===== config.mk =====
export PLATFORM = sky130hd
export DESIGN_NAME = riscv_mul_radix4
export DESIGN_NICKNAME = d
export VERILOG_FILES = /design/src/rtl/riscv_mul_pkg.sv /design/src/rtl/riscv_booth4_enc.sv /design/src/rtl/riscv_mul_radix4.sv
export SDC_FILE = /design/constraint.sdc
export NUM_CORES = 2
export LEC_CHECK = 0
export ABC_AREA = 1
export CAP_MARGIN = 40
export CORE_ASPECT_RATIO = 0.7
export CORE_MARGIN = 5
export CORE_UTILIZATION = 40
export CTS_CLUSTER_DIAMETER = 40
export DETAILED_ROUTE_END_ITERATION = 16
export MAX_ROUTING_LAYER = met4
export PLACE_DENSITY_LB_ADDON = 0.15
export SETUP_SLACK_MARGIN = 0.05
export SKIP_LAST_GASP = 1
export SYNTH_ARGS = -nofsm -noshare
export SYNTH_HDL_FRONTEND = slang
export SYNTH_HIERARCHICAL = 1
export SYNTH_SLANG_ARGS = --single-unit

===== constraint.sdc =====
create_clock -name i_riscv_mul_clk -period 5.2 [get_ports i_riscv_mul_clk]
set_clock_uncertainty 0.2 [all_clocks]
set_input_delay 0.52 -clock i_riscv_mul_clk [delete_from_list [all_inputs] [get_ports i_riscv_mul_clk]]
set_output_delay 0.52 -clock i_riscv_mul_clk [all_outputs]
set_load 0.05 [all_outputs]

===== src/rtl/riscv_mul_pkg.sv =====
// -----------------------------------------------------------------------------
// riscv_mul_pkg
// Purpose : shared definitions for the radix-4 Booth multiplier:
//           - op-code constants for i_riscv_mul_mulctrl
//           - FSM state encoding
//           - decoded operation type
//           - Booth digit select encoding {neg, one, two}
//           - helper functions for op decode and Booth window decode
// Ports   : none (package)
// -----------------------------------------------------------------------------
package riscv_mul_pkg;

    // Control codes; bit 3 is the start strobe.
    localparam logic [3:0] MULCTRL_MUL    = 4'b1100;
    localparam logic [3:0] MULCTRL_MULH   = 4'b1101;
    localparam logic [3:0] MULCTRL_MULHU  = 4'b1110;
    localparam logic [3:0] MULCTRL_MULHSU = 4'b1111;
    localparam logic [3:0] MULCTRL_MULW   = 4'b1000;

    typedef enum logic [1:0] {
        ST_IDLE = 2'd0,
        ST_BUSY = 2'd1,
        ST_DONE = 2'd2
    } mul_state_e;

    typedef enum logic [2:0] {
        OP_MUL    = 3'd0,
        OP_MULH   = 3'd1,
        OP_MULHU  = 3'd2,
        OP_MULHSU = 3'd3,
        OP_MULW   = 3'd4
    } mul_op_e;

    // Booth digit: magnitude one or two, optionally negated; all zero means digit 0.
    typedef struct packed {
        logic neg;
        logic one;
        logic two;
    } booth_sel_t;

    // Any start code not listed (and MULW on a 32-bit core) behaves as MUL.
    function automatic mul_op_e decode_op(input logic [3:0] ctrl, input logic wide);
        mul_op_e op;
        case (ctrl)
            MULCTRL_MULH:   op = OP_MULH;
            MULCTRL_MULHU:  op = OP_MULHU;
            MULCTRL_MULHSU: op = OP_MULHSU;
            MULCTRL_MULW:   op = wide ? OP_MULW : OP_MUL;
            default:        op = OP_MUL;
        endcase
        return op;
    endfunction

    // Window {b[2i+1], b[2i], b[2i-1]} -> digit in {-2,-1,0,+1,+2}.
    // 111 is -0, so neg is suppressed there to keep the partial product zero.
    function automatic booth_sel_t booth_decode(input logic [2:0] window);
        booth_sel_t sel;
        sel.neg = window[2] & ~(window[1] & window[0]);
        sel.one = window[1] ^ window[0];
        sel.two = (window == 3'b011) || (window == 3'b100);
        return sel;
    endfunction

endpackage


===== src/rtl/riscv_booth4_enc.sv =====
// -----------------------------------------------------------------------------
// riscv_booth4_enc
// Purpose : radix-4 Booth recoder for one 3-bit multiplier window.
// Ports   : i_window  [2:0]  multiplier bits {b[2i+1], b[2i], b[2i-1]}
//           o_sel            partial-product select {neg, one, two}
// -----------------------------------------------------------------------------
module riscv_booth4_enc
    import riscv_mul_pkg::*;
(
    input  logic [2:0] i_window,
    output booth_sel_t o_sel
);

    assign o_sel = booth_decode(i_window);

endmodule


===== src/rtl/riscv_mul_radix4.sv =====
// -----------------------------------------------------------------------------
// riscv_mul_radix4
// Purpose : iterative radix-4 Booth multiplier for RISC-V M-extension ops
//           (MUL, MULH, MULHU, MULHSU, MULW), one Booth digit per cycle, with
//           zero early-out and optional reuse of the last full product.
// Ports   : i_riscv_mul_clk      clock, rising edge
//           i_riscv_mul_rst_n    asynchronous active-low reset
//           i_riscv_mul_rs1data  multiplicand
//           i_riscv_mul_rs2data  multiplier
//           i_riscv_mul_mulctrl  {start, op[2:0]}
//           i_riscv_mul_kill     flush; abandons the current operation
//           o_riscv_mul_busy     high while an operation is in flight (BUSY/DONE)
//           o_riscv_mul_valid    one-cycle pulse when o_riscv_mul_product is new
//           o_riscv_mul_product  result, held until the next valid pulse
// -----------------------------------------------------------------------------
module riscv_mul_radix4
    import riscv_mul_pkg::*;
#(
    parameter int XLEN     = 64,
    parameter int CACHE_EN = 1
) (
    input  logic            i_riscv_mul_clk,
    input  logic            i_riscv_mul_rst_n,
    input  logic [XLEN-1:0] i_riscv_mul_rs1data,
    input  logic [XLEN-1:0] i_riscv_mul_rs2data,
    input  logic [3:0]      i_riscv_mul_mulctrl,
    input  logic            i_riscv_mul_kill,
    output logic            o_riscv_mul_busy,
    output logic            o_riscv_mul_valid,
    output logic [XLEN-1:0] o_riscv_mul_product
);

    localparam int EW = XLEN + 2;           // extended operand width
    localparam int PW = 2 * XLEN;           // product width; wrap-around above is harmless
    localparam int CW = $clog2(XLEN / 2 + 2);
    localparam logic [CW-1:0] ITER_FULL = CW'(XLEN / 2 + 1);
    localparam logic [CW-1:0] ITER_W    = CW'(16);

    mul_state_e      r_state;
    mul_op_e         r_op;
    logic [XLEN-1:0] r_rs1;
    logic [XLEN-1:0] r_rs2;
    logic [PW-1:0]   r_mcand;
    logic [EW:0]     r_mplier;
    logic [PW-1:0]   r_acc;
    logic [CW-1:0]   r_iter;
    logic            r_busy;
    logic            r_valid;
    logic [XLEN-1:0] r_product;

    logic            r_cacheValid;
    mul_op_e         r_cacheOp;
    logic [XLEN-1:0] r_cacheRs1;
    logic [XLEN-1:0] r_cacheRs2;
    logic [PW-1:0]   r_cacheProd;

    mul_op_e         w_newOp;
    logic [EW-1:0]   w_aExt;
    logic [EW-1:0]   w_bExt;
    logic            w_zero;
    logic            w_hit;
    logic [CW-1:0]   w_newIterMax;
    logic [CW-1:0]   w_iterMax;
    booth_sel_t      w_sel;
    logic [PW-1:0]   w_mag;
    logic [PW-1:0]   w_pp;
    logic [31:0]     w_low32;
    logic [XLEN-1:0] w_result;

    assign o_riscv_mul_busy    = r_busy;
    assign o_riscv_mul_valid   = r_valid;
    assign o_riscv_mul_product = r_product;

    assign w_newOp = decode_op(i_riscv_mul_mulctrl, XLEN == 64);

    // Extend both operands to XLEN+2 bits so every op runs through the same signed datapath.
    always_comb begin
        w_aExt = EW'($signed(i_riscv_mul_rs1data));
        w_bExt = EW'($signed(i_riscv_mul_rs2data));
        case (w_newOp)
            OP_MULHU: begin
                w_aExt = EW'(i_riscv_mul_rs1data);
                w_bExt = EW'(i_riscv_mul_rs2data);
            end
            OP_MULHSU: w_bExt = EW'(i_riscv_mul_rs2data);
            OP_MULW: begin
                w_aExt = EW'($signed(i_riscv_mul_rs1data[31:0]));
                w_bExt = EW'($signed(i_riscv_mul_rs2data[31:0]));
            end
            default: ;
        endcase
    end

    // A MUL hits on any stored op: the low half is the same for signed and unsigned.
    assign w_zero = (w_aExt == '0) || (w_bExt == '0);
    assign w_hit  = (CACHE_EN != 0) && r_cacheValid
                 && (i_riscv_mul_rs1data == r_cacheRs1)
                 && (i_riscv_mul_rs2data == r_cacheRs2)
                 && ((w_newOp == r_cacheOp) || (w_newOp == OP_MUL));

    assign w_newIterMax = (w_newOp == OP_MULW) ? ITER_W : ITER_FULL;
    assign w_iterMax    = (r_op == OP_MULW) ? ITER_W : ITER_FULL;

    riscv_booth4_enc u_booth (
        .i_window (r_mplier[2:0]),
        .o_sel    (w_sel)
    );

    // r_mcand is pre-shifted by 2 per iteration, so the partial product needs no barrel shifter.
    assign w_mag = w_sel.two ? {r_mcand[PW-2:0], 1'b0} : (w_sel.one ? r_mcand : '0);
    assign w_pp  = (w_mag ^ {PW{w_sel.neg}}) + PW'(w_sel.neg);

    // Result slice from the accumulated double-width product.
    always_comb begin
        w_low32  = r_acc[31:0];
        w_result = r_acc[XLEN-1:0];
        case (r_op)
            OP_MULH, OP_MULHU, OP_MULHSU: w_result = r_acc[PW-1:XLEN];
            OP_MULW:                      w_result = XLEN'($signed(w_low32));
            default: ;
        endcase
    end

    // Control FSM plus datapath and reuse store. Early-out and reuse hits enter BUSY with
    // the counter already at its end value, so they reach DONE on the following edge.
    always_ff @(posedge i_riscv_mul_clk or negedge i_riscv_mul_rst_n) begin
        if (!i_riscv_mul_rst_n) begin
            r_state      <= ST_IDLE;
            r_op         <= OP_MUL;
            r_rs1        <= '0;
            r_rs2        <= '0;
            r_mcand      <= '0;
            r_mplier     <= '0;
            r_acc        <= '0;
            r_iter       <= '0;
            r_busy       <= 1'b0;
            r_valid      <= 1'b0;
            r_product    <= '0;
            r_cacheValid <= 1'b0;
            r_cacheOp    <= OP_MUL;
            r_cacheRs1   <= '0;
            r_cacheRs2   <= '0;
            r_cacheProd  <= '0;
        end else if (i_riscv_mul_kill) begin
            r_state      <= ST_IDLE;
            r_busy       <= 1'b0;
            r_valid      <= 1'b0;
            r_iter       <= '0;
            r_cacheValid <= 1'b0;
        end else begin
            r_valid <= 1'b0;
            case (r_state)
                ST_IDLE: begin
                    if (i_riscv_mul_mulctrl[3]) begin
                        r_state  <= ST_BUSY;
                        r_busy   <= 1'b1;
                        r_op     <= w_newOp;
                        r_rs1    <= i_riscv_mul_rs1data;
                        r_rs2    <= i_riscv_mul_rs2data;
                        r_mcand  <= PW'($signed(w_aExt));
                        r_mplier <= {w_bExt, 1'b0};
                        if (w_zero || w_hit) begin
                            r_acc  <= w_zero ? '0 : r_cacheProd;
                            r_iter <= w_newIterMax;
                        end else begin
                            r_acc  <= '0;
                            r_iter <= '0;
                        end
                    end
                end
                ST_BUSY: begin
                    if (r_iter == w_iterMax) begin
                        r_state   <= ST_DONE;
                        r_valid   <= 1'b1;
                        r_product <= w_result;
                        if ((CACHE_EN != 0) && (r_op != OP_MULW)) begin
                            r_cacheValid <= 1'b1;
                            r_cacheOp    <= r_op;
                            r_cacheRs1   <= r_rs1;
                            r_cacheRs2   <= r_rs2;
                            r_cacheProd  <= r_acc;
                        end
                    end else begin
                        r_acc    <= r_acc + w_pp;
                        r_mcand  <= r_mcand << 2;
                        r_mplier <= {{2{r_mplier[EW]}}, r_mplier[EW:2]};
                        r_iter   <= r_iter + CW'(1);
                    end
                end
                ST_DONE: begin
                    r_state <= ST_IDLE;
                    r_busy  <= 1'b0;
                    r_iter  <= '0;
                end
                default: begin
                    r_state <= ST_IDLE;
                    r_busy  <= 1'b0;
                end
            endcase
        end
    end

endmodule


==> impl_metrics.prom <==
# TYPE chip_impl_metric gauge
chip_impl_metric{name="cp.arrival",unit="ps"} 5450
chip_impl_metric{name="routed_wirelength",unit="µm"} 231300
chip_impl_metric{name="clock_pin_slew_reported_for_the_worst_setup_and_hold_paths_after_clock_tree_synthesis",unit="ps"} 60
chip_impl_metric{name="synth_area",unit="µm²"} 50010
chip_impl_metric{name="fp.dieH",unit="µm"} 305.8
chip_impl_info{name="worstReg2RegStart",value="r_mplier[0]$_DFFE_PN0P_"} 1
chip_impl_metric{name="report.final.hold_viol_count",unit=""} 0
chip_impl_metric{name="report.final.slew_viol_count",unit=""} 0
chip_impl_metric{name="largest_net_degree_at_the_start_of_global_routing",unit=""} 133
chip_impl_metric{name="row_count",unit=""} 108
chip_impl_metric{name="routed-via-count",unit=""} 51060
chip_impl_metric{name="initial_utilization",unit="%"} 40.31
chip_impl_metric{name="routabilityCongestion",unit=""} 1.091
chip_impl_metric{name="design.portCount",unit=""} 201
chip_impl_info{name="worstSetupStartpointType",value="flop"} 1
chip_impl_info{name="holdCritPathClass",value="in2reg"} 1
chip_impl_metric{name="synth.yosys.seq_area_share",unit="%"} 39.43
chip_impl_metric{name="final_min_period_over_clock_period",unit="%"} 96.32
chip_impl_metric{name="drive_above_1_share",unit="%"} 9.482
chip_impl_metric{name="synth-edff-count",unit=""} 0
chip_impl_metric{name="tritoncts.num_buffers",unit=""} 105
chip_impl_info{name="yosysMostFrequentCell",value="sky130_fd_sc_hd__nand2_1"} 1
chip_impl_metric{name="detail_route.vias_per_cell",unit=""} 5.485
chip_impl_metric{name="cts.htree.levels",unit=""} 3
chip_impl_info{name="cell_types_with_the_largest_area_share_after_synthesis",value="sky130_fd_sc_hd__dfrtp_1 (39%), sky130_fd_sc_hd__nand2_1 (13%), sky130_fd_sc_hd__o21ai_0 (7.7%), sky130_fd_sc_hd__inv_1 (7.7%), sky130_fd_sc_hd__nor2_1 (5.5%)"} 1
chip_impl_metric{name="yosysUniqueCellTypes",unit=""} 45
chip_impl_metric{name="synth_top_area_share",unit="%"} 39.43
chip_impl_metric{name="timing.critical_path.fanout_max",unit=""} 48
chip_impl_metric{name="postSynthRegisterBits",unit=""} 788
chip_impl_metric{name="track_usage",unit="%"} 35.25
chip_impl_metric{name="tightest_slew",unit="ps"} 944.1
chip_impl_metric{name="cts-root-to-sink-buffers",unit=""} 3
chip_impl_metric{name="core_area",unit="µm²"} 124000
chip_impl_metric{name="dr.pass1.iters",unit=""} 6
chip_impl_info{name="synth_commonest_cells",value="sky130_fd_sc_hd__nand2_1 (1721), sky130_fd_sc_hd__inv_1 (1030), sky130_fd_sc_hd__dfrtp_1 (788)"} 1
chip_impl_metric{name="setup_total_negative_slack",unit="ps"} 0
chip_impl_metric{name="worst_ep_required_time",unit="ps"} 5640
chip_impl_metric{name="dp_hpwl",unit="µm"} 184400
chip_impl_info{name="capturing_element_type_of_the_critical_path",value="flop"} 1
chip_impl_metric{name="remaining_drc_errors",unit=""} 0
chip_impl_metric{name="overflow",unit=""} 0
chip_impl_info{name="startpoint",value="r_mplier[0]$_DFFE_PN0P_"} 1
chip_impl_metric{name="synthesis.nets",unit=""} 7402
chip_impl_metric{name="synthArstFlopShare",unit="%"} 100.0
chip_impl_metric{name="setup_violations",unit=""} 0
chip_impl_info{name="cts_root_buffer",value="sky130_fd_sc_hd__clkbuf_16"} 1
chip_impl_metric{name="grt_pass1_vias",unit=""} 46950
chip_impl_metric{name="grt_antenna_before_repair",unit=""} 9
chip_impl_metric{name="timing.final.crit_period",unit="ps"} 5008
chip_impl_metric{name="synthesis.area_per_instance",unit="µm²"} 7.010
chip_impl_metric{name="io_buffers",unit=""} 200
chip_impl_metric{name="net_count_of_the_finished_layout",unit=""} 7833
chip_impl_metric{name="first_pass_grt_wire_length",unit="µm"} 330100
chip_impl_info{name="crit_type",value="reg2reg"} 1
chip_impl_info{name="tritoncts",value="built"} 1
chip_impl_metric{name="max_freq",unit="MHz"} 199.7
chip_impl_info{name="synth_largest_area_cell",value="sky130_fd_sc_hd__dfrtp_1"} 1
chip_impl_metric{name="horizontal_die_dimension",unit="µm"} 432.6
chip_impl_metric{name="fp.dieArea",unit="µm²"} 132300
chip_impl_info{name="synth_top_flop_cell",value="sky130_fd_sc_hd__dfrtp_1"} 1
chip_impl_info{name="grt_setup_unrepaired",value="false"} 1
chip_impl_metric{name="worst_skew_pair.late_latency",unit="ps"} 760
chip_impl_metric{name="synthCells",unit=""} 7133
chip_impl_metric{name="ant_nets",unit=""} 0
chip_impl_metric{name="drtIter0Drc",unit=""} 6374
chip_impl_metric{name="avgRoutedWirePerCell",unit="µm"} 24.85
chip_impl_metric{name="r2r_slack",unit="ps"} 190
chip_impl_info{name="worstSetupEndpoint",value="r_acc[86]$_DFFE_PN0P_"} 1
chip_impl_metric{name="drv_cap",unit=""} 0
chip_impl_metric{name="clock_sink_count",unit=""} 788
chip_impl_metric{name="fillers",unit=""} 12630
chip_impl_info{name="worstReg2RegEnd",value="r_acc[86]$_DFFE_PN0P_"} 1
chip_impl_metric{name="syn2layout_area_growth",unit="%"} 20.98
chip_impl_metric{name="worstRegToRegCells",unit=""} 26
chip_impl_info{name="status",value="finished, final reports clean"} 1
chip_impl_metric{name="slew_headroom",unit="%"} 37.06
chip_impl_metric{name="synth_warnings",unit=""} 6
[worst min-delay path by stage]
stage | from | endpoint | slack, ps | depth (start not counted)
CTS | i_riscv_mul_rs1data[49] | r_rs1[49]$_DFFE_PN0P_ | 130 | 3
finish | i_riscv_mul_rs2data[46] | r_rs2[46]$_DFFE_PN0P_ | 180 | 3
detailed placement | r_rs2[27]$_DFFE_PN0P_ | r_rs2[27]$_DFFE_PN0P_ | 270 | 2
global placement | r_rs2[27]$_DFFE_PN0P_ | r_rs2[27]$_DFFE_PN0P_ | 260 | 2
global route | i_riscv_mul_rs1data[49] | r_rs1[49]$_DFFE_PN0P_ | 190 | 3
floorplan | i_riscv_mul_rst_n | o_riscv_mul_busy$_DFFE_PN0P_ | 20 | 0
[routing by layer]
layer,share of wire (%),global-route usage [%],vias up
met2,35,40.82,2227
met4,1.5,5.165,0
met1,48,53.45,24590
met3,15,18.25,206
li1,-,-,24030
met5,0,-,-
[repair_timing]
action | CTS | global route
endpoints found under the hold margin | 76 | 0
setup buffers | 0 | 5
gates resized for setup | 0 | 4
hold buffers | 1 | 0
endpoints found under the setup margin | 0 | 5
[registers in the layout, indices dropped and copies added, names as in the netlist]
name / cells
r_mplier: 67
r_cacheValid: 1
r_rs2: 64
o_riscv_mul_product: 64
r_rs1: 64
r_state: 2
r_mcand: 128
r_cacheRs2: 64
r_cacheRs1: 64
r_cacheOp: 3
r_op: 3
r_acc: 128
r_cacheProd: 128
r_iter: 6
o_riscv_mul_busy: 1
o_riscv_mul_valid: 1
[worst max-delay path: stages (launching register included)]
cell and delay [ps]:
sky130_fd_sc_hd__dfrtp_1 400, sky130_fd_sc_hd__ha_1 250, sky130_fd_sc_hd__nand2_1 80, sky130_fd_sc_hd__nand2_1 80
sky130_fd_sc_hd__inv_4 110, sky130_fd_sc_hd__nand2_4 60, sky130_fd_sc_hd__buf_12 170, sky130_fd_sc_hd__buf_4 190
sky130_fd_sc_hd__o22ai_1 140, sky130_fd_sc_hd__xor2_1 350, sky130_fd_sc_hd__ha_1 320, sky130_fd_sc_hd__nand2_1 150
sky130_fd_sc_hd__buf_4 180, sky130_fd_sc_hd__nor2_1 190, sky130_fd_sc_hd__inv_1 120, sky130_fd_sc_hd__nor2_1 110
sky130_fd_sc_hd__inv_1 90, sky130_fd_sc_hd__nor2_1 140, sky130_fd_sc_hd__inv_1 100, sky130_fd_sc_hd__nor3_1 600
sky130_fd_sc_hd__o21ai_0 370, sky130_fd_sc_hd__nand3_1 150, sky130_fd_sc_hd__nand2_1 60, sky130_fd_sc_hd__nand3_1 80
sky130_fd_sc_hd__nand2_1 70, sky130_fd_sc_hd__nand2_1 50, sky130_fd_sc_hd__nand2_1 50
[area by class of cell]
| type | count | area (µm²) | share of cell area [%] |
|---|---|---|---|
| well taps | 1650 | 2064 | 3.413 |
| multi-input cells | 4985 | 25120 | 41.53 |
| repair buffers | 649 | 5943 | 9.824 |
| diodes | 1 | 2.502 | 0.004137 |
| clock inverters | 59 | 705.7 | 1.166 |
| inverters | 1035 | 3902 | 6.451 |
| flip-flops and latches | 788 | 19720 | 32.60 |
| clock buffers | 141 | 3037 | 5.020 |
[logic make-up (layout without fill, tap and decap cells)]
logic type      after synthesis  after routing  share of synthesized area, %
other cells                   0              1                             0
xor+xnor                    195            195                         3.415
buf+inv                    1360           1884                         10.50
fa+ha+maj                   134            134                         3.368
mux                          43             43                        0.9683
simple gates               2954           2954                         24.11
flops                       788            788                         39.43
compound gates             1659           1659                         18.20
[placed cells by master, fill, tap and decap left out, types with 28 or more instances in the layout]
master                            count
sky130_fd_sc_hd__o21bai_1            28
sky130_fd_sc_hd__nor3_1              43
sky130_fd_sc_hd__o21ai_0            773
sky130_fd_sc_hd__a31oi_1            113
sky130_fd_sc_hd__nor2_1             730
sky130_fd_sc_hd__o211ai_1            54
sky130_fd_sc_hd__nand4_1            105
sky130_fd_sc_hd__nand3b_1            55
sky130_fd_sc_hd__buf_12              39
sky130_fd_sc_hd__nand2_1           1717
sky130_fd_sc_hd__clkbuf_16          108
sky130_fd_sc_hd__buf_4              402
sky130_fd_sc_hd__xor2_1             182
sky130_fd_sc_hd__o22ai_1            149
sky130_fd_sc_hd__inv_1             1027
sky130_fd_sc_hd__clkdlybuf4s50_1    199
sky130_fd_sc_hd__mux2_2              43
sky130_fd_sc_hd__a22oi_1             64
sky130_fd_sc_hd__dfrtp_1            788
sky130_fd_sc_hd__ha_1               132
sky130_fd_sc_hd__nand3_1            252
sky130_fd_sc_hd__a21oi_1            421
[per-stage QoR]
step	worst slack (ps)	hold WS, ps	utilization [%]	cell area [µm²]	instances
floorplan	1429	24.41	-	50010	7133
global placement	131.2	255.8	45.54	56490	9089
detailed placement	183.7	265.3	45.67	56650	9097
CTS	152.7	132.5	48.69	60400	9298
global route	81.01	190.4	48.77	60490	9307
finish	191.6	183.5	48.77	60500	9308
Power is not shown: default switching activity piles up to over one toggle a cycle in this logic, so the estimate is an artifact.
